## config.mk

```make
export PLATFORM = sky130hd
export DESIGN_NAME = ifu_fetch
export DESIGN_NICKNAME = d
export VERILOG_FILES = /design/src/rtl/ifu_fetch.sv
export SDC_FILE = /design/constraint.sdc
export NUM_CORES = 1
export LEC_CHECK = 0
export ABC_AREA = 1
export BUFFER_PORTS_ARGS = -buffer_cell sky130_fd_sc_hd__buf_2
export CAP_MARGIN = 20
export CORE_ASPECT_RATIO = 0.8
export CORE_MARGIN = 3
export CORE_UTILIZATION = 45
export DETAILED_ROUTE_END_ITERATION = 12
export GPL_TIMING_DRIVEN = 0
export PLACE_DENSITY = 0.64
export SYNTH_ARGS = -nofsm -noshare
export SYNTH_HDL_FRONTEND = slang
export SYNTH_SLANG_ARGS = --single-unit
```

## constraint.sdc

```tcl
create_clock -name clk_i -period 10.6 [get_ports clk_i]
set_clock_uncertainty 0.05 [all_clocks]
set_input_delay 3.18 -clock clk_i [delete_from_list [all_inputs] [get_ports clk_i]]
set_output_delay 3.18 -clock clk_i [all_outputs]
set_load 0.005 [all_outputs]
```

## src/rtl/ifu_fetch.sv

```systemverilog
// Instruction fetch unit: owns the PC, issues in-order bus requests,
// buffers responses and hands one instruction per cycle to if_id.
module ifu_fetch #(
  parameter logic [31:0] RESET_PC = 32'h0000_0000,
  parameter int          DEPTH    = 2
) (
  input  logic        clk_i,
  input  logic        rst_i,
  input  logic        stall_i,
  input  logic        jump_flag_i,
  input  logic [31:0] jump_addr_i,
  output logic        ibus_req_o,
  output logic [31:0] ibus_addr_o,
  input  logic        ibus_gnt_i,
  input  logic        ibus_rvalid_i,
  input  logic [31:0] ibus_rdata_i,
  output logic        inst_valid_o,
  output logic [31:0] inst_o,
  output logic [31:0] inst_addr_o
);

  localparam int PW = (DEPTH > 1) ? $clog2(DEPTH) : 1;
  localparam int CW = PW + 1;
  localparam int SW = CW + 2;
  localparam logic [31:0] NOP = 32'h0000_0013;

  logic [31:0]   pc_q, pc_d;
  logic [CW-1:0] cnt_q, cnt_d;
  logic [CW-1:0] out_q, out_d;
  logic [CW-1:0] drop_q, drop_d;
  logic [PW-1:0] frd_q, fwr_q;
  logic [PW-1:0] qrd_q, qwr_q;
  logic [31:0]   fa_q [DEPTH];
  logic [31:0]   fd_q [DEPTH];
  logic [31:0]   qa_q [DEPTH];

  logic [SW-1:0] credit;
  logic          gnt_fire;
  logic          rsp_drop;
  logic          rsp_take;
  logic          rsp_any;
  logic          pop;
  logic          unused_jaddr;

  assign unused_jaddr = ^jump_addr_i[1:0];

  assign credit = SW'(out_q) + SW'(drop_q) + SW'(cnt_q);

  assign ibus_req_o  = !rst_i && !jump_flag_i
                     && (credit < SW'(DEPTH));
  assign ibus_addr_o = pc_q;

  assign gnt_fire = ibus_req_o && ibus_gnt_i;
  // responses with nothing in flight are stray and ignored
  assign rsp_any  = ibus_rvalid_i
                  && ((drop_q != '0) || (out_q != '0));
  assign rsp_drop = ibus_rvalid_i && (drop_q != '0);
  assign rsp_take = rsp_any && (drop_q == '0)
                  && !jump_flag_i;

  assign inst_valid_o = (cnt_q != '0);
  assign pop = inst_valid_o && !stall_i && !jump_flag_i;

  assign inst_o      = inst_valid_o ? fd_q[frd_q] : NOP;
  assign inst_addr_o = inst_valid_o ? fa_q[frd_q] : 32'h0;

  always_comb begin
    pc_d   = pc_q;
    cnt_d  = cnt_q;
    out_d  = out_q;
    drop_d = drop_q;
    if (jump_flag_i) begin
      pc_d   = {jump_addr_i[31:2], 2'b00};
      cnt_d  = '0;
      out_d  = '0;
      drop_d = drop_q + out_q - CW'(rsp_any);
    end else begin
      if (gnt_fire) begin
        pc_d = pc_q + 32'd4;
      end
      out_d  = out_q + CW'(gnt_fire) - CW'(rsp_take);
      drop_d = drop_q - CW'(rsp_drop);
      cnt_d  = cnt_q + CW'(rsp_take) - CW'(pop);
    end
  end

  always_ff @(posedge clk_i) begin
    if (rst_i) begin
      pc_q   <= RESET_PC;
      cnt_q  <= '0;
      out_q  <= '0;
      drop_q <= '0;
      frd_q  <= '0;
      fwr_q  <= '0;
      qrd_q  <= '0;
      qwr_q  <= '0;
    end else begin
      pc_q   <= pc_d;
      cnt_q  <= cnt_d;
      out_q  <= out_d;
      drop_q <= drop_d;
      if (jump_flag_i) begin
        frd_q <= '0;
        fwr_q <= '0;
        qrd_q <= '0;
        qwr_q <= '0;
      end else begin
        if (gnt_fire) qwr_q <= qwr_q + 1'b1;
        if (rsp_take) begin
          qrd_q <= qrd_q + 1'b1;
          fwr_q <= fwr_q + 1'b1;
        end
        if (pop) frd_q <= frd_q + 1'b1;
      end
    end
  end

  always_ff @(posedge clk_i) begin
    if (!rst_i && !jump_flag_i) begin
      if (gnt_fire) qa_q[qwr_q] <= pc_q;
      if (rsp_take) begin
        fa_q[fwr_q] <= qa_q[qrd_q];
        fd_q[fwr_q] <= ibus_rdata_i;
      end
    end
  end

  credit_ok: assert property (
    @(posedge clk_i) disable iff (rst_i)
    credit <= SW'(DEPTH)
  );

endmodule

```

# After elaboration in Yosys (flattened, before gate mapping)
# Memory sizes are Yosys's and may differ from the RTL's. A register that Yosys moved wholly into a read port is not among the register bits.
# Cells that the tools add are included.
dict set report op_classes {
  add_sub_neg 14
  multipliers 0
  n_div 0
  n_lt_le_gt_ge 1
  n_eq_ne 0
  n_shift 0
  n_mux 17
  bitwise 0
  reduce_logical 19
}
# cell count
set op_table {}
lappend op_table {{32-bit 2-to-1 mux} 4}
lappend op_table {{32-bit by 3-bit adder with 32-bit output, second input constant} 1}
lappend op_table {{1-bit 2-to-1 mux} 12}
lappend op_table {{1-bit logical AND} 9}
lappend op_table {{2-bit nonzero test} 4}
lappend op_table {{2-bit by 1-bit subtractor with 2-bit output} 4}
lappend op_table {{1-bit adder, second input constant} 4}
lappend op_table {{2-bit by 1-bit adder with 2-bit output} 2}
lappend op_table {{3-bit by 2-bit adder with 4-bit output} 1}
lappend op_table {{4-bit by 2-bit less-than comparator with 1-bit output, second input constant} 1}
lappend op_table {{2-bit by 2-bit adder with 3-bit output} 1}
lappend op_table {{1-bit logical NOT} 3}
lappend op_table {{2-bit adder} 1}
lappend op_table {{2-bit logical NOT} 1}
lappend op_table {{2-bit 2-to-1 mux} 1}
lappend op_table {{2-bit OR reduction} 1}
lappend op_table {{1-bit logical OR} 1}
dict set report totals {
  regBits 42
  latch_bits 0
  ramBits 192
  mem_bits_ro 0
  in_bits 70
  memories 3
}
# memory depth width rd rd_clocked_by_memory_dff wr line_no
set memory_table {}
lappend memory_table {fa_q 2 32 1 1 1 33} ;# logic [31:0] fa_q [DEPTH];
lappend memory_table {fd_q 2 32 1 1 1 34} ;# logic [31:0] fd_q [DEPTH];
lappend memory_table {qa_q 2 32 1 1 1 35} ;# logic [31:0] qa_q [DEPTH];

# Logic depth before layout (Yosys ltp)
dict set report logic_depth {
  ltp_word 8
  depth_mapped 12
  depth_no_buf 12
}

# Least setup slack after synthesis
# No wires, ideal clock.
dict set report synth_timing {
  path_kind {in2reg}
  startpoint {input rst_i}
  endpoint {memory fa_q[0][10], enable pin}
  setup_time_ps 558
  arrival_ps 7859
  required_time_ps 9992
  setup_slack_ps 2133
  path_stages 4
  path_buffers 1
  cell_sequence {buf_4 nor2_8 inv_1 nor3_1}
}
dict set report synth_via {
  elab_chain_len 4
}
# element line_no
set synth_lines {}
lappend synth_lines {{start, declared} 8} ;# input logic rst_i,
lappend synth_lines {{1-bit logical NOT} 119} ;# if (!rst_i && !jump_flag_i) begin
lappend synth_lines {{1-bit logical AND} 119}
lappend synth_lines {{1-bit 2-to-1 mux} 119}
lappend synth_lines {{1-bit 2-to-1 mux (implied by the code)} 122} ;# fa_q[fwr_q] <= qa_q[qrd_q];
lappend synth_lines {{end, declared} 33}
# No other way between the ends.

# Final worst setup path
dict set report layout_timing {
  startpoint {input rst_i}
  endpoint {output ibus_req_o}
}
dict set report layout_via {
  elab_chain_len 3
}
# element line_no
set layout_lines {}
lappend layout_lines {{1-bit logical NOT} 49} ;# assign ibus_req_o = !rst_i && !jump_flag_i
lappend layout_lines {{1-bit logical AND} 49}
lappend layout_lines {{1-bit logical AND} 50} ;# && (credit < SW'(DEPTH));
lappend layout_lines {{end, declared} 12} ;# output logic ibus_req_o,
# No other way between the ends.

==> flow_metrics.py <==
metrics = {
    "clocking": {
        "cts_root_buf": "clkbuf_16",
        "cts_tree": "built",
        "clock-sinks": 226,
        "post_cts.repair.setup_buffers": 0,
        "cts_buffers": 24,
        "htree_num_levels": 1,
        "path_clk_slew_ns": 0.06,
        "post_cts_resized": 0,
        "worst_skew_pair.late_latency_ns": 0.50,
        "cts.path.max_buffers": 3,
        "ctsHoldBuffers": 0,
    },
    "worst_setup_path": {
        "crit_arrival_ns": 3.75,
        "worstPathCellList": "buf_4 -> nor2_8 -> nand3_1 -> inv_1 -> buf_2",
        "reg2reg_from": "out_q[1]",
        "crit_fanout": 9,
        "cp_slowest_cell": "buf_4",
        "critical_path_class": "primary input to primary output",
        "critPathLaunch": "rst_i",
        "rrSetupSlack_ns": 7.69,
        "critPathCaptureType": "primary output",
        "startpoint_type": "primary input",
        "path_delay_family": "buffers and inverters",
        "crit_buf_inv": 3,
        "worstPathRequired_ns": 7.37,
        "max_stage_delay_ns": 0.17,
    },
    "logic_synthesis": {
        "synth_flop_cell": "edfxtp_1",
        "netlist-cell-type-count": 37,
        "synth_edf_count": 184,
        "synth_fa_ha_area_frac": 0.01503,
        "synth_cells": 892,
        "ys_seq_area_frac": 0.6592,
        "synthMuxAreaShare": 0.03498,
        "synth_simple_gate_area_frac": 0.1638,
        "synth_area_um2": 9657,
        "synth_top_family_by_area": "simple AND/OR/NAND/NOR gates",
        "async_flop_share": 0,
        "synth-xor-area-share": 0.009070,
        "yosys_register_bits": 226,
        "synth.avg_cell_area_um2": 10.83,
        "synth-compound-area-share": 0.06750,
        "yosysWarnings": 0,
    },
    "sta": {
        "post-route-min-period_ns": 6.976,
        "worst_pin_slew_ns": 0.9104,
        "finalHoldViolCount": 0,
        "rsz0062_at_grt": "false",
        "clock.fmax_mhz": 143.3,
        "report.final.slew_viol_count": 0,
        "setup_tns_ns": 0,
        "setup_violations": 0,
        "fin_crit_sh": 0.6581,
        "slew_headroom": 0.3916,
    },
    "grt": {
        "grt_max_degree": 31,
        "grt_pass1_wl_um": 34980,
        "overflow": 0,
        "track_usage": 0.1916,
        "antenna_found_initial": 0,
        "grt_pass1_vias": 6574,
    },
    "finish": {
        "area_delta_synth_final_pct": 21.88,
        "design_area_um2": 11770,
        "layout.nets": 1173,
        "antenna_cells": 0,
        "drive_above_1_share": 0.2495,
    },
    "power_and_ir_drop": {
        "vdd.ir_drop.worst_v": 0.0001095,
        "p_leak_nw": 4.676,
        "power_frac_clock": 0.424,
        "power.density_nw_per_um2": 168.9,
        "total_power_mw": 1.987,
        "p_sw_frac": 0.2210,
        "p_int_mw": 1.548,
        "seqPwrFrac": 0.508,
        "comb_power_share": 0.068,
        "switchingPower_mw": 0.4392,
    },
    "outcome": {
        "status": "finished clean",
    },
    "floorplan": {
        "die_h_um": 137.0,
        "core_area_um2": 20880,
        "initial_core_util": 0.4626,
        "io_pins": 168,
        "row_count": 47,
        "die_area_um2": 23260,
        "die_w_um": 169.8,
    },
    "drt": {
        "postRouteAntennaNets": 0,
        "wire_per_inst_um": 16.31,
        "num_vias": 6896,
        "dr.pass1.iters": 6,
        "remaining_drc_errors": 0,
        "drt_first_iter_violations": 627,
        "wirelength_um": 22490,
        "avgViaCountPerCell": 5.001,
    },
    "place": {
        "io_buffers": 159,
        "dp.final_hpwl_um": 15860,
        "placed_cell_area_um2": 10960,
        "place_congestion": 0.8621,
    },
    "hold_path": {
        "hold_path_class": "register to register",
        "hp-start": "qrd_q",
    },
    "flow_run": {
        "drv_cap": 0,
    },
}
==> power by group through the flow <==
| stage | clock (mW) | sequential [mW] | combinational [mW] |
|---|---|---|---|
| final | 0.842 | 1.01 | 0.136 |
| after global routing | 0.894 | 1.01 | 0.153 |
| after CTS | 0.859 | 1.01 | 0.137 |
| after detailed placement | 0 | 1.03 | 0.136 |
| after global placement | 0 | 1.03 | 0.129 |
| after floorplan | 0 | 1.02 | 0.0798 |
==> worst register-to-register path: cells and delay by family, from the launching register on <==
family / cells / cell delay, ns
buffers and inverters: 2 / 0.12
AND/OR/NAND/NOR: 3 / 1.25
adder cells (fa/ha/maj): 2 / 0.68
flip-flops: 1 / 0.41
==> routing by layer <==
metal / part of all wire / global-route usage / up-vias
li1: - / - / 3418
met1: 0.48 / 0.2912 / 3198
met2: 0.43 / 0.2891 / 257
met3: 0.078 / 0.03754 / 23
met4: 0.013 / 0.03633 / 0
met5: 0 / 0 / -
==> path summary, 6_finish.rpt <==
path,endpoint,cells past startpoint
worst max-delay path,ibus_req_o,5
worst min-delay path,qrd_q,2
worst max register to register,qa_q[1][26],7
worst min register to register,qrd_q,2
==> cell usage after synthesis (4+ instances only) <==
master    instances  area (um2)
edfxtp_1        184        5525
clkbuf_1         26       97.59
nand2_2           5       31.28
a21oi_1          85       425.4
nor2_4            5       56.30
buf_4             6       45.04
nand2_1         249       934.7
inv_1            75       281.5
mux2_2           30       337.8
ha_1             10       125.1
o21ai_0          30       150.1
nor2_1           49       183.9
a31oi_1           7       43.79
nor3_1            4       20.02
xor2_1            5       43.79
nor2_2            4       25.02
dfxtp_1          42       840.8
nand3_1          45       225.2
xnor2_1           5       43.79
==> state kept, by name (all words and copies together) (netlist names), named ones only <==
name,flops
cnt_q,2
drop_q,2
fa_q,60
fd_q,64
frd_q,1
fwr_q,1
ibus_addr_o,30
out_q,2
qa_q,60
qrd_q,1
qwr_q,1
==> cell type report <==
| class | instances | area [um2] |
|---|---|---|
| fillers | 1852 | 9106 |
| flip-flops and latches | 226 | 6366 |
| multi-input cells | 554 | 2844 |
| repair buffers | 171 | 934.6 |
| clock buffers | 27 | 633.1 |
| well taps | 269 | 336.6 |
| inverters | 78 | 297.8 |
| plain buffers | 37 | 185.2 |
| clock inverters | 17 | 172.7 |
==> kinds of logic (layout without fill, tap and decap cells) <==
logic type,Yosys count,in the layout
xor gates and xnor gates,10,10
DFF,226,226
adders and majority gates,11,11
buffers and inverters,115,330
and+or+nand+nor,372,372
muxes,30,30
other,1,4
AOI/OAI and AO/OA,127,127
==> cell usage in the layout, fill, tap and decap left out, types with 3 or more instances in the layout <==
cell        count
nand2_1       249
edfxtp_1      184
buf_2         160
a21oi_1        85
inv_1          75
nor2_1         47
nand3_1        45
dfxtp_1        42
o21ai_0        30
mux2_2         30
clkbuf_1       28
clkbuf_16      25
buf_6          14
ha_1           10
nor2_4          7
a31oi_1         7
buf_4           6
clkinv_2        6
nand2_2         5
xor2_1          5
xnor2_1         5
nor2_2          4
conb_1          4
clkinvlp_4      4
or2_2           3
bufinv_16       3
clkinv_1        3
==> per-stage QoR <==
step	util	cells	setup slack, ns	hold WS (ns)
final	0.5638	1379	3.624	0.4176
after floorplan	-	895	2.133	0.3974
after CTS	0.5638	1379	3.617	0.4232
after detailed placement	0.5252	1335	3.617	0.4154
after global placement	0.5174	1323	-0.4427	0.4089
after global routing	0.5638	1379	3.590	0.4665
Note: power is estimated with default switching activity, not from simulation.
